`config.mk`:
```
export PLATFORM = sky130hd
export DESIGN_NAME = uart_cmd_rx_flat
export DESIGN_NICKNAME = d
export VERILOG_FILES = /design/src/rtl/uart_cmd_rx_if.sv /design/src/rtl/uart_cmd_rx.sv /design/src/flat_wrapper.sv
export SDC_FILE = /design/constraint.sdc
export NUM_CORES = 1
export LEC_CHECK = 0
export ABC_AREA = 0
export ABC_CLOCK_PERIOD_IN_PS = 3700
export CORE_ASPECT_RATIO = 0.7
export CORE_MARGIN = 8
export CORE_UTILIZATION = 58
export DETAILED_ROUTE_END_ITERATION = 6
export GPL_ROUTABILITY_DRIVEN = 0
export HOLD_SLACK_MARGIN = 0.08
export PLACE_DENSITY = 0.79
export SYNTH_ARGS = -nofsm -noshare
export SYNTH_HDL_FRONTEND = slang
export SYNTH_SLANG_ARGS = --single-unit
```
`constraint.sdc`:
```
create_clock -name clk -period 3.7 [get_ports clk]
set_input_delay 0.74 -clock clk [delete_from_list [all_inputs] [get_ports clk]]
set_output_delay 0.74 -clock clk [all_outputs]
set_load 0.01 [all_outputs]
```
`src/rtl/uart_cmd_rx_if.sv`:
```
// Signal bundle between the UART command receiver and its host:
// the RX line in, the received byte and decoded command outputs.
interface uart_cmd_rx_if;
    logic       RX;
    logic [7:0] rx_byte;
    logic       rx_byte_valid;
    logic [7:0] key_value;
    logic [7:0] key_arg;
    logic       cmd_valid;
    logic       frame_err;
    logic       sum_err;

    modport slave (
        input  RX,
        output rx_byte, rx_byte_valid, key_value, key_arg,
        output cmd_valid, frame_err, sum_err
    );

    modport master (
        output RX,
        input  rx_byte, rx_byte_valid, key_value, key_arg,
        input  cmd_valid, frame_err, sum_err
    );
endinterface

```
`src/rtl/uart_cmd_rx.sv`:
```
// 8N1 UART receiver feeding a header/cmd/arg/checksum frame parser that
// drives the held key_value/key_arg command bus.
module uart_cmd_rx #(
    parameter int         CLK_FREQ     = 50_000_000,
    parameter int         BAUD         = 115200,
    parameter logic [7:0] HEADER       = 8'hA5,
    parameter int         TIMEOUT_BITS = 40
) (
    input  logic          clk,
    input  logic          rst_n,
    uart_cmd_rx_if.slave  bus
);

    localparam int BIT_CYC  = CLK_FREQ / BAUD;
    localparam int HALF_CYC = BIT_CYC / 2;
    localparam int TO_CYC   = TIMEOUT_BITS * BIT_CYC;
    localparam int BAUD_W   = $clog2(BIT_CYC + 1);
    localparam int TO_W     = $clog2(TO_CYC + 1);

    localparam logic [BAUD_W-1:0] BAUD_LAST = BAUD_W'(BIT_CYC - 1);
    localparam logic [BAUD_W-1:0] HALF_LAST = BAUD_W'(HALF_CYC - 1);
    localparam logic [TO_W-1:0]   TO_LAST   = TO_W'(TO_CYC - 1);

    typedef enum logic [1:0] {RX_IDLE, RX_START, RX_DATA, RX_STOP} rx_state_t;
    typedef enum logic [1:0] {P_WAIT_HDR, P_GET_CMD, P_GET_ARG, P_GET_SUM} p_state_t;

    // ---------------- RX synchroniser and edge detect ----------------
    logic r_rx_meta;
    logic r_rx_sync;
    logic r_rx_prev;
    logic w_rx_fall;

    always_ff @(posedge clk or negedge rst_n) begin
        if (!rst_n) begin
            r_rx_meta <= 1'b1;
            r_rx_sync <= 1'b1;
            r_rx_prev <= 1'b1;
        end else begin
            r_rx_meta <= bus.RX;
            r_rx_sync <= r_rx_meta;
            r_rx_prev <= r_rx_sync;
        end
    end

    // Edge rather than level, so a stop bit held low cannot retrigger a start.
    assign w_rx_fall = r_rx_prev & ~r_rx_sync;

    // ---------------- Bit receiver ----------------
    rx_state_t         r_rx_state;
    rx_state_t         w_rx_state_nxt;
    logic [BAUD_W-1:0] r_baud_cnt;
    logic [2:0]        r_bit_idx;
    logic [7:0]        r_shift;
    logic [7:0]        r_rx_byte;
    logic              r_rx_byte_valid;
    logic              r_frame_err;
    logic              w_baud_tick;
    logic              w_byte_done;
    logic              w_stop_bad;

    always_ff @(posedge clk or negedge rst_n) begin
        if (!rst_n) r_rx_state <= RX_IDLE;
        else        r_rx_state <= w_rx_state_nxt;
    end

    always_comb begin
        w_rx_state_nxt = r_rx_state;
        w_baud_tick    = 1'b0;
        w_byte_done    = 1'b0;
        w_stop_bad     = 1'b0;
        case (r_rx_state)
            RX_IDLE: begin
                if (w_rx_fall) w_rx_state_nxt = RX_START;
            end
            RX_START: begin
                w_baud_tick = (r_baud_cnt == HALF_LAST);
                if (w_baud_tick) w_rx_state_nxt = r_rx_sync ? RX_IDLE : RX_DATA;
            end
            RX_DATA: begin
                w_baud_tick = (r_baud_cnt == BAUD_LAST);
                if (w_baud_tick && (r_bit_idx == 3'd7)) w_rx_state_nxt = RX_STOP;
            end
            RX_STOP: begin
                w_baud_tick = (r_baud_cnt == BAUD_LAST);
                if (w_baud_tick) begin
                    w_rx_state_nxt = RX_IDLE;
                    w_byte_done    = r_rx_sync;
                    w_stop_bad     = ~r_rx_sync;
                end
            end
            default: w_rx_state_nxt = RX_IDLE;
        endcase
    end

    always_ff @(posedge clk or negedge rst_n) begin
        if (!rst_n) begin
            r_baud_cnt      <= '0;
            r_bit_idx       <= 3'd0;
            r_shift         <= 8'h00;
            r_rx_byte       <= 8'h00;
            r_rx_byte_valid <= 1'b0;
            r_frame_err     <= 1'b0;
        end else begin
            if ((r_rx_state == RX_IDLE) || w_baud_tick) r_baud_cnt <= '0;
            else                                        r_baud_cnt <= r_baud_cnt + 1'b1;

            if (r_rx_state == RX_START && w_baud_tick) r_bit_idx <= 3'd0;
            else if (r_rx_state == RX_DATA && w_baud_tick) begin
                r_bit_idx <= r_bit_idx + 3'd1;
                r_shift   <= {r_rx_sync, r_shift[7:1]};
            end

            if (w_byte_done) r_rx_byte <= r_shift;
            r_rx_byte_valid <= w_byte_done;
            r_frame_err     <= w_stop_bad;
        end
    end

    // ---------------- Frame parser ----------------
    p_state_t        r_p_state;
    p_state_t        w_p_state_nxt;
    logic [7:0]      r_cmd;
    logic [7:0]      r_arg;
    logic [7:0]      w_sum;
    logic [7:0]      r_key_value;
    logic [7:0]      r_key_arg;
    logic            r_cmd_valid;
    logic            r_sum_err;
    logic [TO_W-1:0] r_to_cnt;
    logic            w_timeout;
    logic            w_cmd_ok;
    logic            w_sum_bad;

    assign w_sum     = r_cmd + r_arg;
    assign w_timeout = (r_p_state != P_WAIT_HDR) && (r_to_cnt == TO_LAST);

    always_ff @(posedge clk or negedge rst_n) begin
        if (!rst_n) r_p_state <= P_WAIT_HDR;
        else        r_p_state <= w_p_state_nxt;
    end

    // A received byte wins over a timeout expiring on the same clock.
    always_comb begin
        w_p_state_nxt = r_p_state;
        w_cmd_ok      = 1'b0;
        w_sum_bad     = 1'b0;
        if (r_frame_err) begin
            w_p_state_nxt = P_WAIT_HDR;
        end else if (r_rx_byte_valid) begin
            case (r_p_state)
                P_WAIT_HDR: if (r_rx_byte == HEADER) w_p_state_nxt = P_GET_CMD;
                P_GET_CMD:  w_p_state_nxt = P_GET_ARG;
                P_GET_ARG:  w_p_state_nxt = P_GET_SUM;
                P_GET_SUM: begin
                    w_p_state_nxt = P_WAIT_HDR;
                    w_cmd_ok      = (r_rx_byte == w_sum);
                    w_sum_bad     = (r_rx_byte != w_sum);
                end
                default: w_p_state_nxt = P_WAIT_HDR;
            endcase
        end else if (w_timeout) begin
            w_p_state_nxt = P_WAIT_HDR;
        end
    end

    always_ff @(posedge clk or negedge rst_n) begin
        if (!rst_n) begin
            r_cmd       <= 8'h00;
            r_arg       <= 8'h00;
            r_key_value <= 8'h00;
            r_key_arg   <= 8'h00;
            r_cmd_valid <= 1'b0;
            r_sum_err   <= 1'b0;
            r_to_cnt    <= '0;
        end else begin
            if (r_rx_byte_valid && r_p_state == P_GET_CMD) r_cmd <= r_rx_byte;
            if (r_rx_byte_valid && r_p_state == P_GET_ARG) r_arg <= r_rx_byte;
            if (w_cmd_ok) begin
                r_key_value <= r_cmd;
                r_key_arg   <= r_arg;
            end
            r_cmd_valid <= w_cmd_ok;
            r_sum_err   <= w_sum_bad;

            if ((r_p_state == P_WAIT_HDR) || r_rx_byte_valid) r_to_cnt <= '0;
            else if (r_to_cnt != TO_LAST)                     r_to_cnt <= r_to_cnt + 1'b1;
        end
    end

    assign bus.rx_byte       = r_rx_byte;
    assign bus.rx_byte_valid = r_rx_byte_valid;
    assign bus.frame_err     = r_frame_err;
    assign bus.key_value     = r_key_value;
    assign bus.key_arg       = r_key_arg;
    assign bus.cmd_valid     = r_cmd_valid;
    assign bus.sum_err       = r_sum_err;

endmodule

```
`src/flat_wrapper.sv`:
```
// flat-port wrapper written by rule: the top's interface ports become plain ports
module uart_cmd_rx_flat 
#(
    parameter int         CLK_FREQ     = 50_000_000,
    parameter int         BAUD         = 115200,
    parameter logic [7:0] HEADER       = 8'hA5,
    parameter int         TIMEOUT_BITS = 40
)
  (clk, rst_n, bus_RX, bus_rx_byte, bus_rx_byte_valid, bus_key_value, bus_key_arg, bus_cmd_valid, bus_frame_err, bus_sum_err);
  uart_cmd_rx_if bus_i ();
  input  logic clk;
  input  logic rst_n;
  input wire logic [$bits(bus_i.RX)-1:0] bus_RX;
  output wire logic [$bits(bus_i.rx_byte)-1:0] bus_rx_byte;
  output wire logic [$bits(bus_i.rx_byte_valid)-1:0] bus_rx_byte_valid;
  output wire logic [$bits(bus_i.key_value)-1:0] bus_key_value;
  output wire logic [$bits(bus_i.key_arg)-1:0] bus_key_arg;
  output wire logic [$bits(bus_i.cmd_valid)-1:0] bus_cmd_valid;
  output wire logic [$bits(bus_i.frame_err)-1:0] bus_frame_err;
  output wire logic [$bits(bus_i.sum_err)-1:0] bus_sum_err;
  assign bus_i.RX = bus_RX;
  assign bus_rx_byte = bus_i.rx_byte;
  assign bus_rx_byte_valid = bus_i.rx_byte_valid;
  assign bus_key_value = bus_i.key_value;
  assign bus_key_arg = bus_i.key_arg;
  assign bus_cmd_valid = bus_i.cmd_valid;
  assign bus_frame_err = bus_i.frame_err;
  assign bus_sum_err = bus_i.sum_err;
  uart_cmd_rx #(.CLK_FREQ(CLK_FREQ), .BAUD(BAUD), .HEADER(HEADER), .TIMEOUT_BITS(TIMEOUT_BITS)) u_core (.clk(clk), .rst_n(rst_n), .bus(bus_i));
endmodule
```
==> metrics <==
# DRC=0; Post-synth EDFFs=0; CP Capture Type=flop; vias per cell=5.48; post-route clock period utilization=79.2%; nets@finish=about 400; final period demand of the worst path=around 2.9 ns; drt wl/cell=16.0 um; Setup Buffers After CTS=0; Clk pwr share=41.3%; number of fill cells=502; initial core utilization=59.9%; Flop pwr share=52.8%; Int Power=~1.5 mW; warning count from the yosys run=0; Max Cap Viol=0; H-tree depth=3; worst skew pair latency=between 0.3 and 0.4 ns; Setup TNS=0 ns; worst slew pin tran=between 0.7 and 0.8 ns; fmax=0.341 GHz; Max Buffers Root-to-Sink=2; syn_nets=350; initial DRC count=113; Setup Skew=approximately 0.011 ns; routed vias=2565; CTS Hold Bufs=0; flop-to-flop setup slack=between 0.7 and 0.8 ns; Crit path arrival time=about 3.2 ns; Root Driver=clkbuf_8; Core Region=between 6000 and 7000 um2; first-pass GRT wire length=about 13000 um; critical path start-end classification=reg2reg; DIE AREA=approximately 10000 um2; layout cells sized above 1=21.1%; Final Core Density=69.8%; overflow left after global routing=0; ANT nets after route=0; sw power=between 0.4 and 0.5 mW; sequential area share after synthesis=53.2%; initial antenna violation count=0; CP Launch Type=flop; clock sink total=86; switch share=23.6%; worst-path fanout max=10; Synth cell types=47; Mapped Area=4050 um2; Top-Level Pins=31; vias in the first global route=2505; Seq cells post-synth=86; TritonCTS Buffers=9; power share of the combinational group=5.9%; CP required=3.93 ns; Total GRT Usage=16.1%; Final setup violation count=0; DIE HEIGHT=85.9 um; # rows=25; Post-CTS Resized=0; clk slew on worst S/H paths=0.09 ns; fin. max-slew vios=0; die width=116 um; Peak VDD IR=between 0.3 and 0.4 mV; Syn Area/Cell=12.3 um2; Cells after Synth=between 300 and 400; ys flop type=dfrtp_1; Detailed Place HPWL=roughly 5400 um; # port buffers=30; PD cells=413 nW/um2; drt first pass iters=4; RSZ-0062 raised after global routing=no; Fin. Hold Viols=0; P_leak=2.24 nW; Async SR Flop Fraction=100%; Syn-to-layout area delta=16.4%; max_slew headroom=52.5%; status=finished, final reports clean; WL final=7470 um; worst min-delay path class=reg2reg; largest net degree at the start of global routing=50; n_diodes=0; CTS tree=yes
## path summary, 6_finish.rpt
kind / start / end / depth (start not counted)
setup / recovery: u_core.r_arg[0] / u_core.bus.key_value[0] / 9
hold / removal: u_core.r_rx_meta / u_core.r_rx_sync / 0
setup reg to reg: u_core.r_arg[0] / u_core.bus.key_value[0] / 9
hold reg to reg: u_core.r_rx_meta / u_core.r_rx_sync / 0
max in group asynchronous: rst_n / u_core.r_rx_sync / 2
min in group asynchronous: rst_n / u_core.r_cmd[6] / 1
## routing by layer
layer / vias to the layer above / track usage, % / part of all wire [%]
met5: - / 0 / 0
met2: 55 / 23.7 / 44
li1: 1227 / - / -
met1: 1272 / 23.1 / 50
met4: 0 / 4.22 / 0.98
met3: 11 / 4.07 / 4.7
## power by group through the flow
stage	Clock [mW]	Combinational (mW)	Sequential (mW)
floorplan	0	0.0801	1.03
global placement	0	0.111	1.04
detailed placement	0	0.117	1.05
CTS	0.819	0.117	1.03
global route	0.861	0.135	1.04
finish	0.804	0.115	1.03
## placed cells by master, fill, tap and decap left out, types with 2 or more instances in the layout
cell             netlist  final
nor3b_1                2      2
nand2b_1               2      2
xor2_1                16     16
bufinv_16              0      3
o21ai_0                6      6
nor4b_1                2      2
nor2b_1                2      2
a21oi_1               11     11
dfrtp_1               83     83
and3_1                 5      5
nand4_1                5      5
nor2_1                27     27
nand3_1                8      8
ha_1                  17     17
mux2_4                 9      9
inv_6                  0      2
xnor2_1               16     16
clkbuf_8               0      9
nand3b_1               2      2
o22ai_1                3      3
mux2i_1                5      5
nand2_1               20     20
inv_1                 11     11
or3_1                  3      3
clkdlybuf4s50_1        0     29
mux2_2                39     39
buf_4                  0      5
dfstp_2                3      3
nor3_1                 6      6
## metrics by stage
stage	power, mW	instance area [um2]	std cells	worst slack [ns]	hold WS (ns)
finish	1.95	4720	468	0.770	0.360
global route	2.03	4720	468	0.565	0.366
CTS	1.97	4720	468	0.773	0.361
detailed placement	1.16	4470	452	0.789	0.348
global placement	1.15	4470	452	0.914	0.346
floorplan	1.11	4050	329	0.881	0.345
## kinds of logic (layout without fill, tap and decap cells)
family          after synthesis  in the layout  synth area share, %
fa+ha+maj                    18             18                 5.75
compound gates               30             30                 4.67
buf+inv                      16             61                 1.76
flops                        86             86                 53.2
mux                          53             53                 15.4
simple gates                 94             94                 12.3
xor+xnor                     32             32                 6.92
## final cells by class
class | count | area [um2] | area share, %
sequential | 86 | 2160 | 45.7
multi-input combinational | 227 | 1820 | 38.7
timing repair buffer | 34 | 328 | 6.95
clock inverter | 7 | 126 | 2.68
clock buffer | 9 | 124 | 2.63
tap | 94 | 118 | 2.49
inverter | 11 | 41.3 | 0.876
## registers in the layout (all words and copies together), names as in the netlist, named ones only
register / count
u_core.bus.cmd_valid: 1
u_core.bus.frame_err: 1
u_core.bus.key_arg: 8
u_core.bus.key_value: 8
u_core.bus.rx_byte: 8
u_core.bus.rx_byte_valid: 1
u_core.bus.sum_err: 1
u_core.r_arg: 8
u_core.r_baud_cnt: 9
u_core.r_bit_idx: 3
u_core.r_cmd: 8
u_core.r_p_state: 2
u_core.r_rx_meta: 1
u_core.r_rx_prev: 1
u_core.r_rx_state: 1
u_core.r_rx_sync: 1
u_core.r_shift: 8
u_core.r_to_cnt: 15
## cell usage after synthesis (6+ instances only)
cell type	count	area [um2]
inv_1	11	41.3
nand2_1	20	75.1
dfrtp_1	83	2080
nor2_1	27	101
ha_1	17	213
xnor2_1	16	140
nand3_1	8	40.0
nor3_1	6	30.0
mux2_4	9	135
o21ai_0	6	30.0
mux2_2	39	439
a21oi_1	11	55.1
xor2_1	16	140
## critical path, cell delays in order (launching register included)
cell and delay [ns]:
dfrtp_1 0.41, ha_1 0.25, fa_1 0.41, a211oi_1 0.37, nor2_1 0.11, xnor2_1 0.21
o2111ai_2 0.19, nor4_4 0.25, buf_4 0.26, mux2_2 0.36
(Power assumes the default switching activity.)
